<file path="src/rtl/degamma_pkg.sv">
// Shared types and sizing for the degamma LUT configuration controller.
// Default widths match the 8-bit in / 12-bit out LUT datapath.
package degamma_pkg;

    localparam int DG_IN_DW  = 8;
    localparam int DG_OUT_DW = 12;
    localparam int LUT_DEPTH = 1 << DG_IN_DW;

    typedef logic [DG_OUT_DW-1:0] entry_t;

    typedef enum logic {
        IDLE = 1'b0,
        COPY = 1'b1
    } state_t;

endpackage

</file>
<file path="src/rtl/level_to_pulse.sv">
// Rising-edge detector: one-cycle pulse when level goes 0 -> 1.
// Registered previous level resets low.
module level_to_pulse (
    input  logic clk,
    input  logic rstn,
    input  logic level_in,
    output logic pulse_out
);

    logic level_q;
    logic level_d;

    always_comb level_d = level_in;

    always_ff @(posedge clk or negedge rstn) begin
        if (!rstn) level_q <= 1'b0;
        else       level_q <= level_d;
    end

    assign pulse_out = level_in & ~level_q;

endmodule

</file>
<file path="src/rtl/degamma_lut_ctrl.sv">
// Frame-synchronous degamma LUT bank controller: host writes the back bank,
// commit swaps banks at vsync, then front is copied into back.
module degamma_lut_ctrl
    import degamma_pkg::*;
#(
    parameter int IN_DW  = DG_IN_DW,
    parameter int OUT_DW = DG_OUT_DW
) (
    input  logic              clk,
    input  logic              rstn,
    input  logic              vsync_in,
    input  logic              reg_degamma_en,
    input  logic              cfg_wr,
    input  logic [IN_DW-1:0]  cfg_addr,
    input  logic [OUT_DW-1:0] cfg_wdata,
    input  logic              cfg_commit,
    output logic              cfg_ready,
    output logic              commit_pending,
    output logic              swap_done,
    output logic              degamma_en_active,
    output logic              bank_sel,
    output logic              lut_we,
    output logic              lut_wbank,
    output logic [IN_DW-1:0]  lut_waddr,
    output logic [OUT_DW-1:0] lut_wdata,
    output logic              lut_rd_en,
    output logic              lut_rbank,
    output logic [IN_DW-1:0]  lut_raddr,
    input  logic [OUT_DW-1:0] lut_rdata
);

    localparam int DEPTH = 1 << IN_DW;
    localparam logic [IN_DW:0] LAST_RD = (IN_DW+1)'(DEPTH - 1);

    state_t            state_q, state_d;
    logic [IN_DW:0]    cnt_q, cnt_d;
    logic              bank_q, bank_d;
    logic              pend_q, pend_d;
    logic              rdy_q, rdy_d;
    logic              done_q, done_d;
    logic              en_q, en_d;
    logic              rd_q, rd_d;
    logic              we_q, we_d;
    logic              cp_q, cp_d;
    logic [IN_DW-1:0]  waddr_q, waddr_d;
    logic [OUT_DW-1:0] wdata_q, wdata_d;
    logic              vsync_rise;
    logic              host_wr;

    level_to_pulse u_vsync_edge (
        .clk       (clk),
        .rstn      (rstn),
        .level_in  (vsync_in),
        .pulse_out (vsync_rise)
    );

    always_comb begin
        state_d = state_q;
        cnt_d   = cnt_q;
        bank_d  = bank_q;
        pend_d  = pend_q;
        done_d  = 1'b0;
        rd_d    = 1'b0;
        en_d    = vsync_rise ? reg_degamma_en : en_q;
        host_wr = cfg_wr & rdy_q;
        // Copy write-back trails its read by one cycle
        we_d    = host_wr | rd_q;
        cp_d    = rd_q;
        waddr_d = waddr_q;
        wdata_d = wdata_q;
        if (rd_q) begin
            waddr_d = cnt_q[IN_DW-1:0];
        end else if (host_wr) begin
            waddr_d = cfg_addr;
            wdata_d = cfg_wdata;
        end
        unique case (state_q)
            IDLE: begin
                if (vsync_rise & pend_q) begin
                    state_d = COPY;
                    bank_d  = ~bank_q;
                    pend_d  = 1'b0;
                    cnt_d   = '0;
                    rd_d    = 1'b1;
                end else if (cfg_commit & rdy_q) begin
                    pend_d = 1'b1;
                end
            end
            COPY: begin
                cnt_d = cnt_q + 1'b1;
                rd_d  = cnt_q < LAST_RD;
                // MSB set: last write-back is in flight this cycle
                if (cnt_q[IN_DW]) begin
                    state_d = IDLE;
                    cnt_d   = '0;
                    done_d  = 1'b1;
                end
            end
            default: state_d = IDLE;
        endcase
        rdy_d = (state_d == IDLE) & ~pend_d;
    end

    always_ff @(posedge clk or negedge rstn) begin
        if (!rstn) begin
            state_q <= IDLE;
            cnt_q   <= '0;
            bank_q  <= 1'b0;
            pend_q  <= 1'b0;
            rdy_q   <= 1'b1;
            done_q  <= 1'b0;
            en_q    <= 1'b0;
            rd_q    <= 1'b0;
            we_q    <= 1'b0;
            cp_q    <= 1'b0;
            waddr_q <= '0;
            wdata_q <= '0;
        end else begin
            state_q <= state_d;
            cnt_q   <= cnt_d;
            bank_q  <= bank_d;
            pend_q  <= pend_d;
            rdy_q   <= rdy_d;
            done_q  <= done_d;
            en_q    <= en_d;
            rd_q    <= rd_d;
            we_q    <= we_d;
            cp_q    <= cp_d;
            waddr_q <= waddr_d;
            wdata_q <= wdata_d;
        end
    end

    assign cfg_ready         = rdy_q;
    assign commit_pending    = pend_q;
    assign swap_done         = done_q;
    assign degamma_en_active = en_q;
    assign bank_sel          = bank_q;
    assign lut_we            = we_q;
    assign lut_wbank         = ~bank_q;
    assign lut_waddr         = waddr_q;
    assign lut_wdata         = cp_q ? lut_rdata : wdata_q;
    assign lut_rd_en         = rd_q;
    assign lut_rbank         = bank_q;
    assign lut_raddr         = cnt_q[IN_DW-1:0];

endmodule

</file>
<file path="config.mk">
export PLATFORM = sky130hd
export DESIGN_NAME = degamma_lut_ctrl
export DESIGN_NICKNAME = d
export VERILOG_FILES = /design/src/rtl/degamma_pkg.sv /design/src/rtl/level_to_pulse.sv /design/src/rtl/degamma_lut_ctrl.sv
export SDC_FILE = /design/constraint.sdc
export NUM_CORES = 1
export LEC_CHECK = 0
export BUFFER_PORTS_ARGS = -buffer_cell sky130_fd_sc_hd__buf_4
export CAP_MARGIN = 20
export CORE_UTILIZATION = 30
export CTS_CLUSTER_SIZE = 14
export DETAILED_ROUTE_END_ITERATION = 16
export MAX_ROUTING_LAYER = met4
export PLACE_DENSITY = 0.58
export SLEW_MARGIN = 20
export SYNTH_ARGS = -nofsm -noshare
export SYNTH_HDL_FRONTEND = slang
export SYNTH_SLANG_ARGS = --single-unit
</file>
<file path="constraint.sdc">
create_clock -name clk -period 1.79 [get_ports clk]
set_input_delay 0.358 -clock clk [delete_from_list [all_inputs] [get_ports clk]]
set_output_delay 0.358 -clock clk [all_outputs]
set_load 0.02 [all_outputs]
</file>
Word level (Yosys, flattened, before mapping)
Cells that the tools add are included.
- register bits after elaboration: 39
- input port bits: 38
- output and inout bits: 37
- word-level logic and storage cells: 46
- add/subtract/negate cells: 1
- order comparisons: 1
- equality and inequality tests: 1
- muxes and demuxes: 15
- bitwise operators: 12
- reductions and logical operators: 3
- operators with widths (operator ; number):
    two-way mux 9 bit ; 2
    case mux 9 bit (2 select lines) ; 1
    two-way mux 8 bit ; 2
    two-way mux 12 bit ; 1
    adder 9 x 1 -> 9 bit, second input constant ; 1
    less-than comparator 9 x 8 -> 1 bit, second input constant ; 1
    two-way mux 1 bit ; 7
    inverter 1 bit ; 6
    bitwise AND 1 bit ; 5
    case mux 1 bit (2 select lines) ; 2
    AND reduction 2 bit ; 2
    inequality test 2 bit, second input constant ; 1
    nonzero test 2 bit ; 1
    bitwise OR 1 bit ; 1

Logic depth before layout (Yosys ltp)
- depth after elaboration: 7
- gate-level depth with buffers: 4
- gate-level depth less buffers: 4

Hierarchy
Synthesis repeated with hierarchy kept, for this count alone.
- cells, all modules: 155
- area, all modules: 1871.8 um^2
- modules (own cells, without submodules) (module ; times used ; cells each ; area an instance (um^2) ; seq. area each (um^2)):
    degamma_lut_ctrl ; 1 ; 153 ; 1833.0 ; 952.2
    level_to_pulse ; 1 ; 2 ; 38.8 ; 25.0

Worst setup path before layout
No wires, ideal clock.
- kind: flip-flop to flip-flop
- from: reg rdy_q (netlist: cfg_ready)
- to: reg wdata_q[11]
- library setup time: 125 ps
- data arrival time: 1415 ps
- required time: 1665 ps
- setup slack: 250 ps
- cell stages (with the launch flop): 5
- path buffers: 1
- clock period less this slack: 1540 ps
- cell sequence: dfstp_2 nand2_4 or2_4 buf_6 mux2_4
- word-level cells in the longest chain between the ends: 2
- ends and longest elaborated chain (element ; RTL line ; source):
    from (decl) ; degamma_lut_ctrl.sv:39 ; logic rdy_q, rdy_d;
    from (signal assigned) ; degamma_lut_ctrl.sv:123 ; rdy_q <= rdy_d;
    bitwise AND 1 bit ; degamma_lut_ctrl.sv:65 ; host_wr = cfg_wr & rdy_q;
    AND reduction 2 bit (no source line) ; -- ;
    to (signal assigned) ; degamma_lut_ctrl.sv:130 ; wdata_q <= wdata_d;
    to (decl) ; degamma_lut_ctrl.sv:46 ; logic [OUT_DW-1:0] wdata_q, wdata_d;
Every way passes these cells.
A chain may end at the register's enable or synchronous reset.

Worst setup path after layout
- from: reg cp_q
- to: out lut_wdata[3]
- word-level cells in the longest chain between the ends: 1
- ends and longest elaborated chain (element ; RTL line ; source):
    from (decl) ; degamma_lut_ctrl.sv:44 ; logic cp_q, cp_d;
    from (signal assigned) ; degamma_lut_ctrl.sv:128 ; cp_q <= cp_d;
    two-way mux 12 bit ; degamma_lut_ctrl.sv:142 ; assign lut_wdata = cp_q ? lut_rdata : wdata_q;
    to (decl) ; degamma_lut_ctrl.sv:25 ; output logic [OUT_DW-1:0] lut_wdata,
Every way passes these cells.

==> load_flow_metrics.sql <==
INSERT INTO impl_metrics (metric_group, metric, value, unit) VALUES
('detailed_routing', 'drt_first_iter_violations', '86', ''),
('cts', 'tritoncts', 'done', ''),
('cts', 'cts_root_buffer', 'sky130_fd_sc_hd__clkbuf_8', ''),
('cts', 'cts.sink_count', '39', ''),
('detailed_routing', 'met3_wirelength', '253', 'um'),
('timing', 'rsz0062_at_grt', 'no', ''),
('cells_and_area', 'final_cell_mix', 'sky130_fd_sc_hd__buf_4, sky130_fd_sc_hd__dfrtp_1, sky130_fd_sc_hd__mux2_2, sky130_fd_sc_hd__o21ai_0', ''),
('place', 'postPlaceCellArea', '2450', 'um2'),
('detailed_routing', 'drt_first_pass_iters', '4', ''),
('cts', 'clock_path_buffers', '2', ''),
('run', 'max-cap-violations', '0', ''),
('detailed_routing', 'residual_drc', '0', ''),
('die', 'fp.coreArea', '5990', 'um2'),
('run_status', 'status', 'finished clean', ''),
('power_and_ir_drop', 'powerDensity', '733', 'nW/um2'),
('synthesis', 'synthesized_cell_area', '1880', 'um2'),
('power_and_ir_drop', 'vdd_drop_max', '381', 'uV'),
('min_path', 'timing.hold.worst.class', 'primary input to async pin', ''),
('synthesis', 'synth_cell_types', '37', ''),
('timing', 'setup-tns-final', '0', 'ns'),
('die', 'die-height', '81.2', 'um'),
('place', 'port-buffer-count', '74', ''),
('timing', 'layout_worst_path_cycle_share', '0.942', ''),
('synthesis', 'dominantRegCellSynth', 'sky130_fd_sc_hd__dfrtp_1', ''),
('detailed_routing', 'top_layer', 'met4', ''),
('detailed_routing', 'num_vias', '1362', ''),
('critical_path', 'path_class', 'flip-flop to output port', ''),
('synthesis', 'postSynthCellCount', '154', ''),
('die', 'io_pins', '75', ''),
('critical_path', 'path_max_fanout', '12', ''),
('global_routing', 'grt_usage', '0.132', ''),
('cts', 'ctsHtreeMaxLevel', '2', ''),
('cells_and_area', 'antenna_cells', '0', ''),
('global_routing', 'first_global_vias', '1309', ''),
('timing', 'fin_skew', '0.00653', 'ns'),
('timing', 'layout_min_cycle_time', '1.69', 'ns'),
('place', 'routabilityCongestion', '0.690', ''),
('timing', 'finalSetupViolations', '0', ''),
('critical_path', 'worstPathArrival', '1.33', 'ns'),
('cells_and_area', 'mostFrequentLayoutCell', 'sky130_fd_sc_hd__buf_4', ''),
('synthesis', 'synth.ff_latch_count', '39', ''),
('critical_path', 'required_time_of_the_worst_setup_path', '1.43', 'ns'),
('critical_path', 'timing.rr.start', 'cnt_q[0]', ''),
('cts', 'cts_hold_buf', '0', ''),
('detailed_routing', 'vias_per_cell', '4.56', ''),
('cts', 'post_cts.resized_instances', '1', ''),
('timing', 'slew_viol_final', '0', ''),
('critical_path', 'worstSetupStartpointType', 'flip-flop', ''),
('cts', 'numCtsBuffers', '5', ''),
('synthesis', 'synth_sequential_area_ratio', '0.520', ''),
('cells_and_area', 'final.fill_count', '560', ''),
('synthesis', 'synth_top_area_frac', '0.506', ''),
('die', 'die_area', '6590', 'um2'),
('cts', 'insertion_delay', '0.29', 'ns'),
('global_routing', 'grt_max_degree', '40', ''),
('detailed_routing', 'detailroute.wirelength.met2', '1830', 'um'),
('synthesis', 'synthesis.area_per_instance', '12.2', 'um2'),
('critical_path', 'critPathLaunch', 'cp_q', ''),
('synthesis', 'synth_edf_count', '0', ''),
('synthesis', 'syn_nets', '193', ''),
('detailed_routing', 'wire_per_inst', '13.1', 'um'),
('cts', 'setup_fix_buffers_added_after_clock_tree_synthesis', '0', ''),
('detailed_routing', 'wl_met1', '1790', 'um'),
('detailed_routing', 'wirelength', '3930', 'um'),
('timing', 'maxSlewHeadroom', '0.675', ''),
('timing', 'slew_worst_pin', '0.487', 'ns'),
('detailed_routing', 'drtAntennaViolNets', '0', ''),
('timing', 'final_critical_path_setup_slack', '0.103', 'ns'),
('cells_and_area', 'area_growth', '37.3', '%'),
('power_and_ir_drop', 'leakage', '0.00134', 'uW'),
('die', 'initial_core_util', '0.314', '');
-- layer usage --
metal / vias to the layer above / track usage
met1: 638 / 0.150
met4: 0 / 0.0536
li1: 681 / -
met3: 4 / 0.0438
met5: - / -
met2: 39 / 0.213
-- final cells by class --
type / count / area (um2) / area share
clock buffer: 6 / 72.6 / 0.0281
clock inverter: 2 / 60.1 / 0.0233
inverter: 3 / 11.3 / 0.00436
multi-input combinational: 98 / 796 / 0.308
sequential: 39 / 978 / 0.379
tap: 75 / 93.8 / 0.0363
timing repair buffer: 76 / 571 / 0.221
-- through the flow --
| stage | hold WS, ns | total power (uW) | cells |
|---|---|---|---|
| floorplan | 0.0624 | 947 | 154 |
| global placement | 0.367 | 1050 | 291 |
| detailed placement | 0.363 | 1050 | 291 |
| CTS | 0.0424 | 1920 | 299 |
| global route | 0.0553 | 1970 | 299 |
| finish | 0.0293 | 1890 | 299 |
-- path summary, 6_finish.rpt --
check                                       endpoint  slack [ns]  cells after the start
min in group clk                u_vsync_edge.level_q        0.19                      1
worst min register to register             cfg_ready        0.47                      1
worst min-delay path                    lut_waddr[0]        0.03                      1
worst max-delay path                    lut_wdata[3]        0.10                      2
max in group asynchronous                       cp_q        1.40                      1
worst max register to register              cnt_q[6]        0.27                      4
-- logic make-up after synthesis --
group,count (synthesis),synth area share
multiplexers,33,0.212
adder cells (fa/ha/maj),1,0.00665
XOR/XNOR,2,0.00932
AND/OR/NAND/NOR,35,0.104
flip-flops,39,0.520
AO/OA/AOI/OAI,27,0.0912
buffers and inverters,17,0.0572
-- critical path: stages (launching register included) --
cell	delay, ns
sky130_fd_sc_hd__dfrtp_2	0.52
sky130_fd_sc_hd__mux2_2	0.37
sky130_fd_sc_hd__buf_4	0.16
-- registers in the layout (all words and copies together), names as in the netlist --
name and count:
bank_sel 1, cfg_ready 1, cnt_q 9, commit_pending 1, cp_q 1, degamma_en_active 1
lut_rd_en 1, lut_waddr 8, lut_we 1, state_q 1, swap_done 1, u_vsync_edge.level_q 1
wdata_q 12
-- synth_stat cells (2+ instances only) --
cell,number
sky130_fd_sc_hd__mux2_2,15
sky130_fd_sc_hd__and2_1,2
sky130_fd_sc_hd__nand3_1,3
sky130_fd_sc_hd__xnor2_1,2
sky130_fd_sc_hd__mux2i_1,8
sky130_fd_sc_hd__o21ai_0,14
sky130_fd_sc_hd__dfrtp_1,38
sky130_fd_sc_hd__mux2_4,10
sky130_fd_sc_hd__inv_1,3
sky130_fd_sc_hd__clkbuf_1,2
sky130_fd_sc_hd__nor2b_1,2
sky130_fd_sc_hd__buf_4,9
sky130_fd_sc_hd__nor3_1,2
sky130_fd_sc_hd__a21o_1,2
sky130_fd_sc_hd__a22o_1,3
sky130_fd_sc_hd__buf_2,2
sky130_fd_sc_hd__nand4_1,2
sky130_fd_sc_hd__nand2_1,10
sky130_fd_sc_hd__nand2b_1,2
sky130_fd_sc_hd__nor2_1,3
sky130_fd_sc_hd__a31oi_1,4
-- where the power goes --
part	internal, uW	total, uW	switching [uW]
sequential	885	887	1.77
clock	557	861	304
combinational	85.6	146	60.2
(Power assumes the default switching activity.)
